$ cat config.mk
export PLATFORM = sky130hd
export DESIGN_NAME = flow_lookup_arbiter
export DESIGN_NICKNAME = d
export VERILOG_FILES = /design/src/rtl/flow_lookup_arbiter.sv
export SDC_FILE = /design/constraint.sdc
export NUM_CORES = 1
export LEC_CHECK = 0
export ABC_CLOCK_PERIOD_IN_PS = 2360
export CAP_MARGIN = 25
export CORE_AREA = 2 2 224 226
export DETAILED_ROUTE_END_ITERATION = 7
export DIE_AREA = 0 0 226 228
export GPL_ROUTABILITY_DRIVEN = 0
export GPL_TIMING_DRIVEN = 0
export HOLD_SLACK_MARGIN = 0.03
export SETUP_SLACK_MARGIN = 0.4
export SKIP_LAST_GASP = 1
export SLEW_MARGIN = 20
export SYNTH_ARGS = -nofsm -noshare
export SYNTH_HDL_FRONTEND = slang
export SYNTH_SLANG_ARGS = --single-unit
$ cat constraint.sdc
create_clock -name clk -period 2.36 [get_ports clk]
set_input_delay 0.236 -clock clk [delete_from_list [all_inputs] [get_ports clk]]
set_output_delay 0.236 -clock clk [all_outputs]
set_load 0.1 [all_outputs]
$ cat src/rtl/flow_lookup_arbiter.sv
// flow_lookup_arbiter: shares one flow-table lookup engine between
// NUM_REQ flow key generators (one per RX path).
//
// A round-robin arbiter picks one valid requester and forwards its
// 104-bit 5-tuple key to the engine. The arbiter then tracks that
// single outstanding lookup and routes the hit/result back to the
// requester that owns it as a one-cycle strobe.
//
// Ports:
//   clk, rst        clock, synchronous active-high reset
//   req_valid       per-requester key valid
//   req_ready       per-requester accept (one-hot, combinational in IDLE)
//   req_key         packed keys, requester i at [i*KEY_W +: KEY_W]
//   rsp_valid       per-requester response strobe (one-hot, 1 cycle)
//   rsp_hit         shared lookup hit, qualified by rsp_valid
//   rsp_result      shared lookup result, qualified by rsp_valid
//   rsp_error       shared timeout flag, qualified by rsp_valid
//   lu_valid        key valid to the lookup engine
//   lu_ready        engine accepts key
//   lu_key          key to the lookup engine
//   lu_rsp_valid    engine response strobe
//   lu_rsp_hit      engine hit
//   lu_rsp_result   engine result
//   busy            lookup in progress
//   grant_id        current/last granted requester
//
// Optional feature macro: FLOW_LOOKUP_TIMEOUT_EN
//   When defined, a watchdog ends a WAIT that lasts TIMEOUT_CYCLES
//   cycles with an error response (hit=0, result=0, error=1).
//   When undefined, WAIT holds until the engine answers and
//   rsp_error is tied to 0.

module flow_lookup_arbiter #(
    parameter int NUM_REQ        = 4,
    parameter int KEY_W          = 104,
    parameter int RESULT_W       = 16,
    parameter int TIMEOUT_CYCLES = 255
) (
    input  logic                       clk,
    input  logic                       rst,
    input  logic [NUM_REQ-1:0]         req_valid,
    output logic [NUM_REQ-1:0]         req_ready,
    input  logic [NUM_REQ*KEY_W-1:0]   req_key,
    output logic [NUM_REQ-1:0]         rsp_valid,
    output logic                       rsp_hit,
    output logic [RESULT_W-1:0]        rsp_result,
    output logic                       rsp_error,
    output logic                       lu_valid,
    input  logic                       lu_ready,
    output logic [KEY_W-1:0]           lu_key,
    input  logic                       lu_rsp_valid,
    input  logic                       lu_rsp_hit,
    input  logic [RESULT_W-1:0]        lu_rsp_result,
    output logic                       busy,
    output logic [$clog2(NUM_REQ)-1:0] grant_id
);

    localparam int IDX_W = $clog2(NUM_REQ);

    // Elaboration-time guard on the supported configuration range.
    if (NUM_REQ < 2 || NUM_REQ > 8 || TIMEOUT_CYCLES < 1) begin : g_bad_cfg
        $error("flow_lookup_arbiter: unsupported NUM_REQ/TIMEOUT_CYCLES");
    end

    typedef enum logic [1:0] {
        S_IDLE  = 2'd0,
        S_ISSUE = 2'd1,
        S_WAIT  = 2'd2,
        S_RESP  = 2'd3
    } state_t;

    state_t              r_state;
    state_t              w_next;

    logic [IDX_W-1:0]    r_rr_ptr;
    logic [IDX_W-1:0]    r_grant;
    logic [KEY_W-1:0]    r_lu_key;
    logic                r_hit;
    logic [RESULT_W-1:0] r_result;

    logic                w_any;
    logic [IDX_W-1:0]    w_win;
    logic [KEY_W-1:0]    w_sel_key;
    logic                w_accept;
    logic                w_timeout;

    // ------------------------------------------------------------
    // Round-robin pick: first valid requester at or after r_rr_ptr,
    // wrapping modulo NUM_REQ (NUM_REQ need not be a power of two).
    // ------------------------------------------------------------
    always_comb begin
        logic [IDX_W:0]   v_sum;
        logic [IDX_W-1:0] v_idx;
        w_any = 1'b0;
        w_win = '0;
        v_sum = '0;
        v_idx = '0;
        for (int k = 0; k < NUM_REQ; k++) begin
            v_sum = {1'b0, r_rr_ptr} + (IDX_W+1)'(k);
            if (v_sum >= (IDX_W+1)'(NUM_REQ)) begin
                v_sum = v_sum - (IDX_W+1)'(NUM_REQ);
            end
            v_idx = v_sum[IDX_W-1:0];
            if (!w_any && req_valid[v_idx]) begin
                w_any = 1'b1;
                w_win = v_idx;
            end
        end
    end

    always_comb begin
        w_sel_key = '0;
        for (int i = 0; i < NUM_REQ; i++) begin
            if (w_win == IDX_W'(i)) begin
                w_sel_key = req_key[i*KEY_W +: KEY_W];
            end
        end
    end

    assign w_accept = (r_state == S_IDLE) && w_any;

    // ------------------------------------------------------------
    // FSM: state register
    // ------------------------------------------------------------
    always_ff @(posedge clk) begin
        if (rst) begin
            r_state <= S_IDLE;
        end else begin
            r_state <= w_next;
        end
    end

    // ------------------------------------------------------------
    // FSM: next-state logic
    // ------------------------------------------------------------
    always_comb begin
        w_next = r_state;
        case (r_state)
            S_IDLE: begin
                if (w_any) begin
                    w_next = S_ISSUE;
                end
            end
            S_ISSUE: begin
                if (lu_ready) begin
                    w_next = S_WAIT;
                end
            end
            S_WAIT: begin
                if (lu_rsp_valid || w_timeout) begin
                    w_next = S_RESP;
                end
            end
            S_RESP: begin
                w_next = S_IDLE;
            end
            default: begin
                w_next = S_IDLE;
            end
        endcase
    end

    // ------------------------------------------------------------
    // FSM: outputs
    // ------------------------------------------------------------
    always_comb begin
        req_ready = '0;
        rsp_valid = '0;
        for (int i = 0; i < NUM_REQ; i++) begin
            req_ready[i] = w_accept && (w_win == IDX_W'(i));
            rsp_valid[i] = (r_state == S_RESP) &&
                           (r_grant == IDX_W'(i));
        end
        lu_valid = (r_state == S_ISSUE);
        busy     = (r_state != S_IDLE);
    end

    assign lu_key     = r_lu_key;
    assign grant_id   = r_grant;
    assign rsp_hit    = r_hit;
    assign rsp_result = r_result;

    // ------------------------------------------------------------
    // Grant bookkeeping and captured key
    // ------------------------------------------------------------
    always_ff @(posedge clk) begin
        if (rst) begin
            r_rr_ptr <= '0;
            r_grant  <= '0;
            r_lu_key <= '0;
        end else if (w_accept) begin
            r_lu_key <= w_sel_key;
            r_grant  <= w_win;
            r_rr_ptr <= (w_win == IDX_W'(NUM_REQ - 1)) ?
                        '0 : w_win + IDX_W'(1);
        end
    end

    // ------------------------------------------------------------
    // Response capture; values hold until the next lookup completes.
    // An engine response takes priority over a same-cycle timeout.
    // ------------------------------------------------------------
    always_ff @(posedge clk) begin
        if (rst) begin
            r_hit    <= 1'b0;
            r_result <= '0;
        end else if (r_state == S_WAIT) begin
            if (lu_rsp_valid) begin
                r_hit    <= lu_rsp_hit;
                r_result <= lu_rsp_result;
            end else if (w_timeout) begin
                r_hit    <= 1'b0;
                r_result <= '0;
            end
        end
    end

`ifdef FLOW_LOOKUP_TIMEOUT_EN
    localparam int CNT_W = $clog2(TIMEOUT_CYCLES + 1);

    logic [CNT_W-1:0] r_wait_cnt;
    logic             r_err;

    // Counts WAIT cycles already spent; zero on the first WAIT cycle.
    always_ff @(posedge clk) begin
        if (rst || r_state != S_WAIT) begin
            r_wait_cnt <= '0;
        end else begin
            r_wait_cnt <= r_wait_cnt + CNT_W'(1);
        end
    end

    // Fires on the TIMEOUT_CYCLES-th WAIT cycle with no response.
    assign w_timeout = (r_state == S_WAIT) && !lu_rsp_valid &&
                       (r_wait_cnt == CNT_W'(TIMEOUT_CYCLES - 1));

    always_ff @(posedge clk) begin
        if (rst) begin
            r_err <= 1'b0;
        end else if (r_state == S_WAIT && lu_rsp_valid) begin
            r_err <= 1'b0;
        end else if (w_timeout) begin
            r_err <= 1'b1;
        end
    end

    assign rsp_error = r_err;
`else
    assign w_timeout = 1'b0;
    assign rsp_error = 1'b0;
`endif

endmodule

==> impl_metrics.ini, run 1 <==
[floorplan]
die-area_um2 = 51500
ios = 575
design.core.area_um2 = 49300
fp-row-count = 82
start_util_pct = 16.0
die_h_um = 228
die_w_um = 226

[setup_path]
crit_start = req_valid[2]
worstPathArrival_ns = 2.94
cp-end-kind = register
cp_max_fo = 8
start_kind = input port
worst_ep_required_time_ns = 2.73
r2r-start = r_rr_ptr[0]
criticalPathCategory = input port to register

[timing]
tightest_slew_ns = 1.03
fmax_mhz = 389
post-route-period-util_pct = 109
fin_ws_ns = -0.214
setup_violations = 95
period_needed_ns = 2.57
finalClockSkew_ns = 0.00861
maxSlewHeadroom_pct = 31.4
hold_ws_ns = 0.308
drv_slew = 0
rsz0062_at_grt = yes
finalHoldViolations = 0

[route]
viasPerCell = 4.69
avgRoutedWirePerCell_um = 22.6
drtIter0Drc = 579
ant_nets = 0
route.detailed.drc = 0
dr.pass1.iters = 5
via_count = 11800
drt-total-wl_mm = 57.1

[synth]
synth_edf_count = 0
syn_area_um2 = 7920
synth_cell_types = 29
synth_cells = 1194
synth_seq_cells = 127
async_reset_ff_share_pct = 0
yosys.area.top_type_share_pct = 32.1
seq_area_frac_synth_pct = 32.1
yosys-top-cells-count = 230 x a21oi_1, 210 x o21ai_0, 144 x nand2_1
ys.flop_type = dfxtp_1
synth_nets = 1644
ys_top_cells_by_area = dfxtp_1 32%, a21oi_1 15%, o21ai_0 13%
synth_top_area_cell = dfxtp_1
yosysWarnings = 0
synth.most_common_cell = a21oi_1
syn_area_per_cell_um2 = 6.63

[cells_and_area]
drive_gt1_share_pct = 27.5
syn_to_final_growth_pct = 133
instances_no_fill = 2523
layout.nets = 2282

[clock_network]
clk_path_buf_depth = 2
h-tree-depth = 4
clkTransAtPathRegs_ns = 0.07
cts_buffers = 17
root_buffer = clkbuf_16
ctsHoldBuffers = 0
clock_latency_ns = 0.48
cts_tree = done
cts.sinks = 127

[placed_design]
dpl.cell_count = 2439
port_buffers = 573
detailed_place_hpwl_mm = 42.2

[global_route]
gr-total-overflow = 0
grt_use_total_pct = 20.8
antenna_found_initial = 6
grt_pass1_wl_mm = 77.8
grt_pass1_vias = 12000
grt_max_degree = 17

[power_and_ir_drop]
power-per-cell-area_nw_per_um2 = 1740
p_leak_uw = 0.00800
irDropWorstVdd_mv = 0.891

[outcome]
outcome = finished with violations
violations = setup timing

[job]
maxCapViolCount = 0

[min_path]
min_from = lu_rsp_result[7]
hp-class = input port to register
==> per-layer routing <==
metal | part of all wire, % | global-route usage [%] | up-vias
met4 | 5.0 | 10.2 | 0
met5 | 0 | 0 | -
li1 | - | - | 5480
met3 | 8.2 | 6.22 | 136
met1 | 40 | 24.0 | 5585
met2 | 47 | 34.9 | 628
==> flip-flops by register name, summed over array words and instances, names as in the netlist <==
name	flops
lu_key	104
rsp_result	16
grant_id	2
r_rr_ptr	2
r_state	2
rsp_hit	1
==> worst max-delay path, stage by stage <==
cell and delay [ns]:
clkdlybuf4s50_1 0.56, nand2b_1 0.12, nor3b_2 0.16, a21o_1 0.19
and2_4 0.17, ha_4 0.17, buf_12 0.14, buf_16 0.12
buf_8 0.14, buf_12 0.17, clkbuf_16 0.18, a21oi_4 0.12
o21ai_2 0.09, a221oi_2 0.28, nor2_1 0.06
==> cell type report <==
cell class | instances | area, µm²
buffer | 122 | 1100
timing repair buffer | 619 | 6550
sequential | 127 | 2550
clock inverter | 13 | 185
clock buffer | 19 | 453
fill | 4973 | 30900
inverter | 112 | 424
multi-input combinational | 833 | 6320
tap | 672 | 841
antenna | 6 | 15.0
==> placed cells by master, fill, tap and decap left out, drive strengths merged, types with 4 or more instances in the layout <==
cell type      count
bufinv             4
dfxtp            127
buf               98
and2               6
clkdlybuf4s15     42
ha                 9
clkdlybuf4s50    437
a21oi            230
nor2             112
a221oi           104
clkinv             5
inv              113
nand2            144
clkbuf           109
diode              6
dlymetal6s2s      71
o21ai            210
==> power breakdown <==
group | leakage (µW) | switching, µW | internal, µW
Clock | 0.000310 | 1140 | 1820
Sequential | 0.00105 | 589 | 3190
Combinational | 0.00664 | 17100 | 8230
Total | 0.00800 | 18800 | 13200
==> logic make-up (layout without fill, tap and decap cells) <==
group,after synthesis,count (layout),synth area share (%)
buf+inv,234,885,12.7
mux,1,1,0.126
other cells,1,7,0.0474
simple gates,273,273,13.7
fa+ha+maj,9,9,1.42
flops,127,127,32.1
compound gates,549,549,39.9
==> repair_timing <==
action | CTS | global route
buffers inserted | 33 | 4
endpoints found under the setup margin | 240 | 192
pin swaps | 121 | 85
resized for setup | 395 | 271
cloned | 1 | 8
==> worst paths after layout <==
kind / endpoint / slack, ns / depth (start not counted)
worst min-delay path: rsp_result[7] / 0.31 / 3
worst max register to register: lu_key[49] / -0.18 / 14
worst min register to register: rsp_result[2] / 0.45 / 2
worst max-delay path: lu_key[49] / -0.21 / 15
==> metrics by stage <==
step / power (µW) / setup TNS, ns / area (µm²) / worst slack (ns) / util, %
finish: 32100 / -12.27 / 18400 / -0.214 / 37.4
global placement: 24500 / -85.07 / 15200 / -1.84 / 30.8
CTS: 29900 / -10.40 / 17100 / -0.232 / 34.7
detailed placement: 24600 / -88.54 / 15200 / -1.83 / 30.8
floorplan: 18300 / 0 / 8620 / 0.297 / -
global route: 33500 / -19.89 / 18400 / -0.269 / 37.4
(Power assumes the default switching activity.)
==> run 2, diff against run 1 <==
- CORE_AREA: 2 2 224 226 -> 4 4 220 222
- DIE_AREA: 0 0 226 228 -> 0 0 224 226
==> impl_metrics.ini, run 2 (synthesis results as in run 1) <==
[cells_and_area]
largest_register_ffs = 104
syn_to_final_growth_pct = 130
final_core_utilization_pct = 39.3
layout_common_cells = 436 x clkdlybuf4s50_1, 144 x nand2_1, 125 x a21oi_1
layout.nets = 2290
fill_cells = 4696
final_common_cell = clkdlybuf4s50_1
drive_gt1_share_pct = 27.2

[job]
maxCapViolCount = 0

[route]
via_count = 11800
drtIter0Drc = 751
viasPerCell = 4.80
route.detailed.drc = 0
dr.pass1.iters = 4
drt-total-wl_mm = 57.8
avgRoutedWirePerCell_um = 23.4
ant_nets = 0

[clock_network]
cts.sinks = 127
cts_tree = done
clkTransAtPathRegs_ns = 0.07
h-tree-depth = 4
cts_buffers = 17
root_buffer = clkbuf_16
clk_path_buf_depth = 2
clock_latency_ns = 0.48

[outcome]
outcome = finished with violations
violations = setup timing

[timing]
setup_violations = 105
rsz0062_at_grt = yes
finalHoldViolations = 0
drv_slew = 0
post-route-period-util_pct = 109
period_needed_ns = 2.58
finalClockSkew_ns = 0.0130
tightest_slew_ns = 1.04
setup_tns_ns = -12.26
maxSlewHeadroom_pct = 30.6
fmax_mhz = 388
fin_ws_ns = -0.217

[placed_design]
port_buffers = 573
detailed_place_hpwl_mm = 43.3

[power_and_ir_drop]
p_comb_share_pct = 79.3
power-per-cell-area_nw_per_um2 = 1740
irDropWorstVdd_mv = 1.56
p_leak_uw = 0.00813
seqPwrFrac_pct = 11.9
switching_power_uw = 18600
internal_power_uw = 13000
sw_frac_of_total_pct = 58.8
clockPowerShare_pct = 8.8

[global_route]
use_met3_pct = 6.20
grt_max_degree = 17
antenna_found_initial = 5
gr-total-overflow = 0
grt_busiest_layer = met2
grt_pass1_wl_mm = 79.3
use_met1_pct = 23.7
grt_util_met2_pct = 37.0
grt_use_total_pct = 21.2
grt_pass1_vias = 12300

[floorplan]
ios = 575
design.core.area_um2 = 46400
die_w_um = 224
start_util_pct = 17.1
die_h_um = 226
die-area_um2 = 50600
fp-row-count = 79

[min_path]
hp-class = input port to register

[setup_path]
cp-end-kind = output port
start_kind = register
worst_ep_required_time_ns = 2.12
cp_max_fo = 10
criticalPathCategory = register to output port
worstPathArrival_ns = 2.34
==> run 2: layout make-up <==
cell class                      instances  area, µm²  share of cell area, %
Timing Repair Buffer                  628       6660                   36.6
Multi-Input combinational cell        833       6090                   33.5
Sequential cell                       127       2550                   14.0
Buffer                                121       1100                   6.06
Tap cell                              607        759                   4.17
Clock buffer                           18        439                   2.41
Inverter                              112        424                   2.33
Clock inverter                         14        158                  0.866
Antenna cell                            4       10.0                 0.0550
==> run 2: worst max-delay path, stage by stage, from the launching register on <==
cell     delay [ns]
dfxtp_4        0.39
nor2b_4        0.06
nor3b_2        0.21
a21o_1         0.15
nand2_1        0.12
ha_4           0.20
buf_12         0.13
buf_12         0.13
buf_12         0.14
and2_4         0.16
buf_12         0.16
==> run 2: metal layers <==
| layer | routed length, µm | part of all wire [%] |
|---|---|---|
| met1 | 22500 | 39 |
| met2 | 28300 | 49 |
| met3 | 4230 | 7.3 |
| met4 | 2730 | 4.7 |
| met5 | 0 | 0 |
==> run 2: power groups by stage <==
stage | Combinational, µW | Clock, µW | Sequential, µW
6_report | 25100 | 2770 | 3770
5_1_grt | 26200 | 2930 | 3890
2_1_floorplan | 7620 | 0 | 10700
3_5_place_dp | 20900 | 0 | 3800
4_1_cts | 23100 | 2850 | 3790
3_3_place_gp | 20700 | 0 | 3760
==> run 2: what timing repair did <==
item | in CTS | in global routing
gates resized for setup | 371 | 266
setup buffers | 32 | 15
hold buffers | 0 | 0
pin swaps | 109 | 74
gates cloned | 1 | 6
setup endpoints to repair | 238 | 200
==> run 2: worst paths after layout <==
path / startpoint / to / slack, ns / cells past startpoint
worst max-delay path: r_rr_ptr[0] / req_ready[2] / -0.22 / 10
worst min-delay path: lu_rsp_result[0] / rsp_result[0] / 0.31 / 3
worst max register to register: r_rr_ptr[0] / lu_key[46] / -0.21 / 14
worst min register to register: rsp_hit / rsp_hit / 0.45 / 2
==> run 2: metrics by stage <==
step	power [µW]	std cells	cell area [µm²]	hold WS (ns)	setup slack (ns)
after floorplan	18300	1194	8620	0.372	0.297
after global routing	33000	2462	18200	0.295	-0.314
after detailed placement	24700	2375	15100	0.447	-1.82
final	31600	2464	18200	0.306	-0.217
after CTS	29700	2439	16900	0.260	-0.247
after global placement	24500	2374	15100	0.444	-1.77
==> run 3, diff against run 2 <==
- CAP_MARGIN: 25 -> default
==> impl_metrics.ini, run 3 (synthesis results as in run 1) <==
[min_path]
min_from = lu_rsp_result[13]
hp-class = input port to register

[floorplan]
die_w_um = 224
die-area_um2 = 50600
fp-row-count = 79
start_util_pct = 17.1
ios = 575
die_h_um = 226
design.core.area_um2 = 46400

[clock_network]
h-tree-depth = 4
cts_buffers = 17
cts.sinks = 127
cts_tree = done
clock_latency_ns = 0.47
clkTransAtPathRegs_ns = 0.06
root_buffer = clkbuf_16
clk_path_buf_depth = 2

[cells_and_area]
syn_to_final_growth_pct = 131
layout_common_cells = 436 x clkdlybuf4s50_1, 143 x nand2_1, 125 x a21oi_1
drive_gt1_share_pct = 27.3
final_common_cell = clkdlybuf4s50_1
final_core_utilization_pct = 39.4
largest_register_ffs = 104
fill_cells = 4680
layout.nets = 2288
instances_no_fill = 2461

[power_and_ir_drop]
p_comb_share_pct = 79.0
p_leak_uw = 0.00755
irDropWorstVdd_mv = 0.945
power-per-cell-area_nw_per_um2 = 1760
internal_power_uw = 13300
seqPwrFrac_pct = 11.8
sw_frac_of_total_pct = 58.4
clockPowerShare_pct = 9.2
switching_power_uw = 18700

[route]
route.detailed.drc = 0
drtIter0Drc = 606
drt-total-wl_mm = 57.9
via_count = 12000
dr.pass1.iters = 5
ant_nets = 0
viasPerCell = 4.86
avgRoutedWirePerCell_um = 23.5

[timing]
finalHoldViolations = 0
setup_tns_ns = -8.89
maxSlewHeadroom_pct = 32.6
fin_ws_ns = -0.209
hold_ws_ns = 0.313
setup_violations = 98
period_needed_ns = 2.57
rsz0062_at_grt = yes
post-route-period-util_pct = 109
finalClockSkew_ns = 0.0111
tightest_slew_ns = 1.01
drv_slew = 0
fmax_mhz = 389

[placed_design]
detailed_place_hpwl_mm = 43.1
dpl.cell_count = 2374
port_buffers = 573
dp_slack_ns = -1.81

[setup_path]
r2r-start = r_rr_ptr[0]
worst_ep_required_time_ns = 2.12
crit_path_cell_trace = nor2b_4 > nor3b_2 > a21o_1 > buf_4 > nand2_2 > ha_4 > buf_12 > buf_12 > buf_12 > and2_4 > buf_12
cp_max_fo = 4
slowest_stage = dfxtp_4
criticalPathCategory = register to output port
critPathMostFrequentCell = buf_12
cp-end-kind = output port
max_stage_delay_ns = 0.39
start_kind = register
crit_start = r_rr_ptr[0]
worstPathArrival_ns = 2.33

[outcome]
violations = setup timing
outcome = finished with violations

[global_route]
gr-total-overflow = 0
grt_use_total_pct = 21.6
grt_max_degree = 17
grt_pass1_vias = 12600
antenna_found_initial = 7
grt_pass1_wl_mm = 81.1

[job]
maxCapViolCount = 0
## run 3: changes by cell type in the layout (fill, tap and decap cells not counted), moves of 4 or more
cell             before  now
dlymetal6s2s_1       81   34
clkdlybuf4s15_1      11   42
dlygate4sd2_1         2   17
buf_16                3   14
buf_4                40   31
buf_6                21   28
a21oi_2              52   46
a21oi_4              53   59
clkbuf_16            25   19
clkbuf_2             34   40
buf_8                 8    3
o21ai_2              51   55
## run 3: stage by stage
stage | cell area (µm²) | power, µW
after floorplan | 8620 | 18300
after global placement | 15100 | 24500
after detailed placement | 15100 | 24700
after CTS | 17600 | 31000
after global routing | 18300 | 33500
final | 18300 | 32100
## run 3: power by group through the flow
stage	Sequential (µW)	Clock [µW]	Combinational (µW)
after floorplan	10700	0	7620
after global placement	3760	0	20700
after detailed placement	3800	0	20900
after CTS	3770	3040	24200
after global routing	3890	3120	26500
final	3780	2950	25400
## run 3: final timing paths
kind                          to  slack, ns  cells past startpoint
hold reg to reg   rsp_result[15]       0.46                      2
setup / recovery    req_ready[2]      -0.21                     11
hold / removal    rsp_result[13]       0.31                      3
setup reg to reg      lu_key[37]      -0.20                     13
## run 3: critical path: cells and delay by family (launching register included)
family,cells,cell delay [ns]
AOI/OAI and AO/OA,1,0.14
DFF,1,0.39
adders and majority gates,1,0.19
and+or+nand+nor,4,0.48
buffers and inverters,5,0.66
## run 3: layer usage
| metal | vias up | wire, µm | GRT usage [%] |
|---|---|---|---|
| met5 | - | 11 | 0 |
| met4 | 2 | 2880 | 10.6 |
| met3 | 150 | 4730 | 6.66 |
| met2 | 658 | 28400 | 37.7 |
| met1 | 5649 | 21900 | 24.0 |
| li1 | 5492 | - | - |
## run 3: layout make-up
cell class / instances / area [µm²] / share of cell area, %
Timing Repair Buffer: 626 / 6580 / 36.0
Multi-Input combinational cell: 833 / 6170 / 33.8
Sequential cell: 127 / 2550 / 14.0
Buffer: 121 / 1120 / 6.16
Tap cell: 607 / 759 / 4.16
Clock buffer: 20 / 457 / 2.50
Inverter: 112 / 424 / 2.32
Clock inverter: 12 / 180 / 0.986
Antenna cell: 3 / 7.51 / 0.0411
## run 3: timing repair
action	CTS	global route
hold buffers	0	0
endpoints found under the setup margin	239	183
pin swaps	131	60
resized for setup	491	196
buffers inserted	38	3
gates cloned	12	0
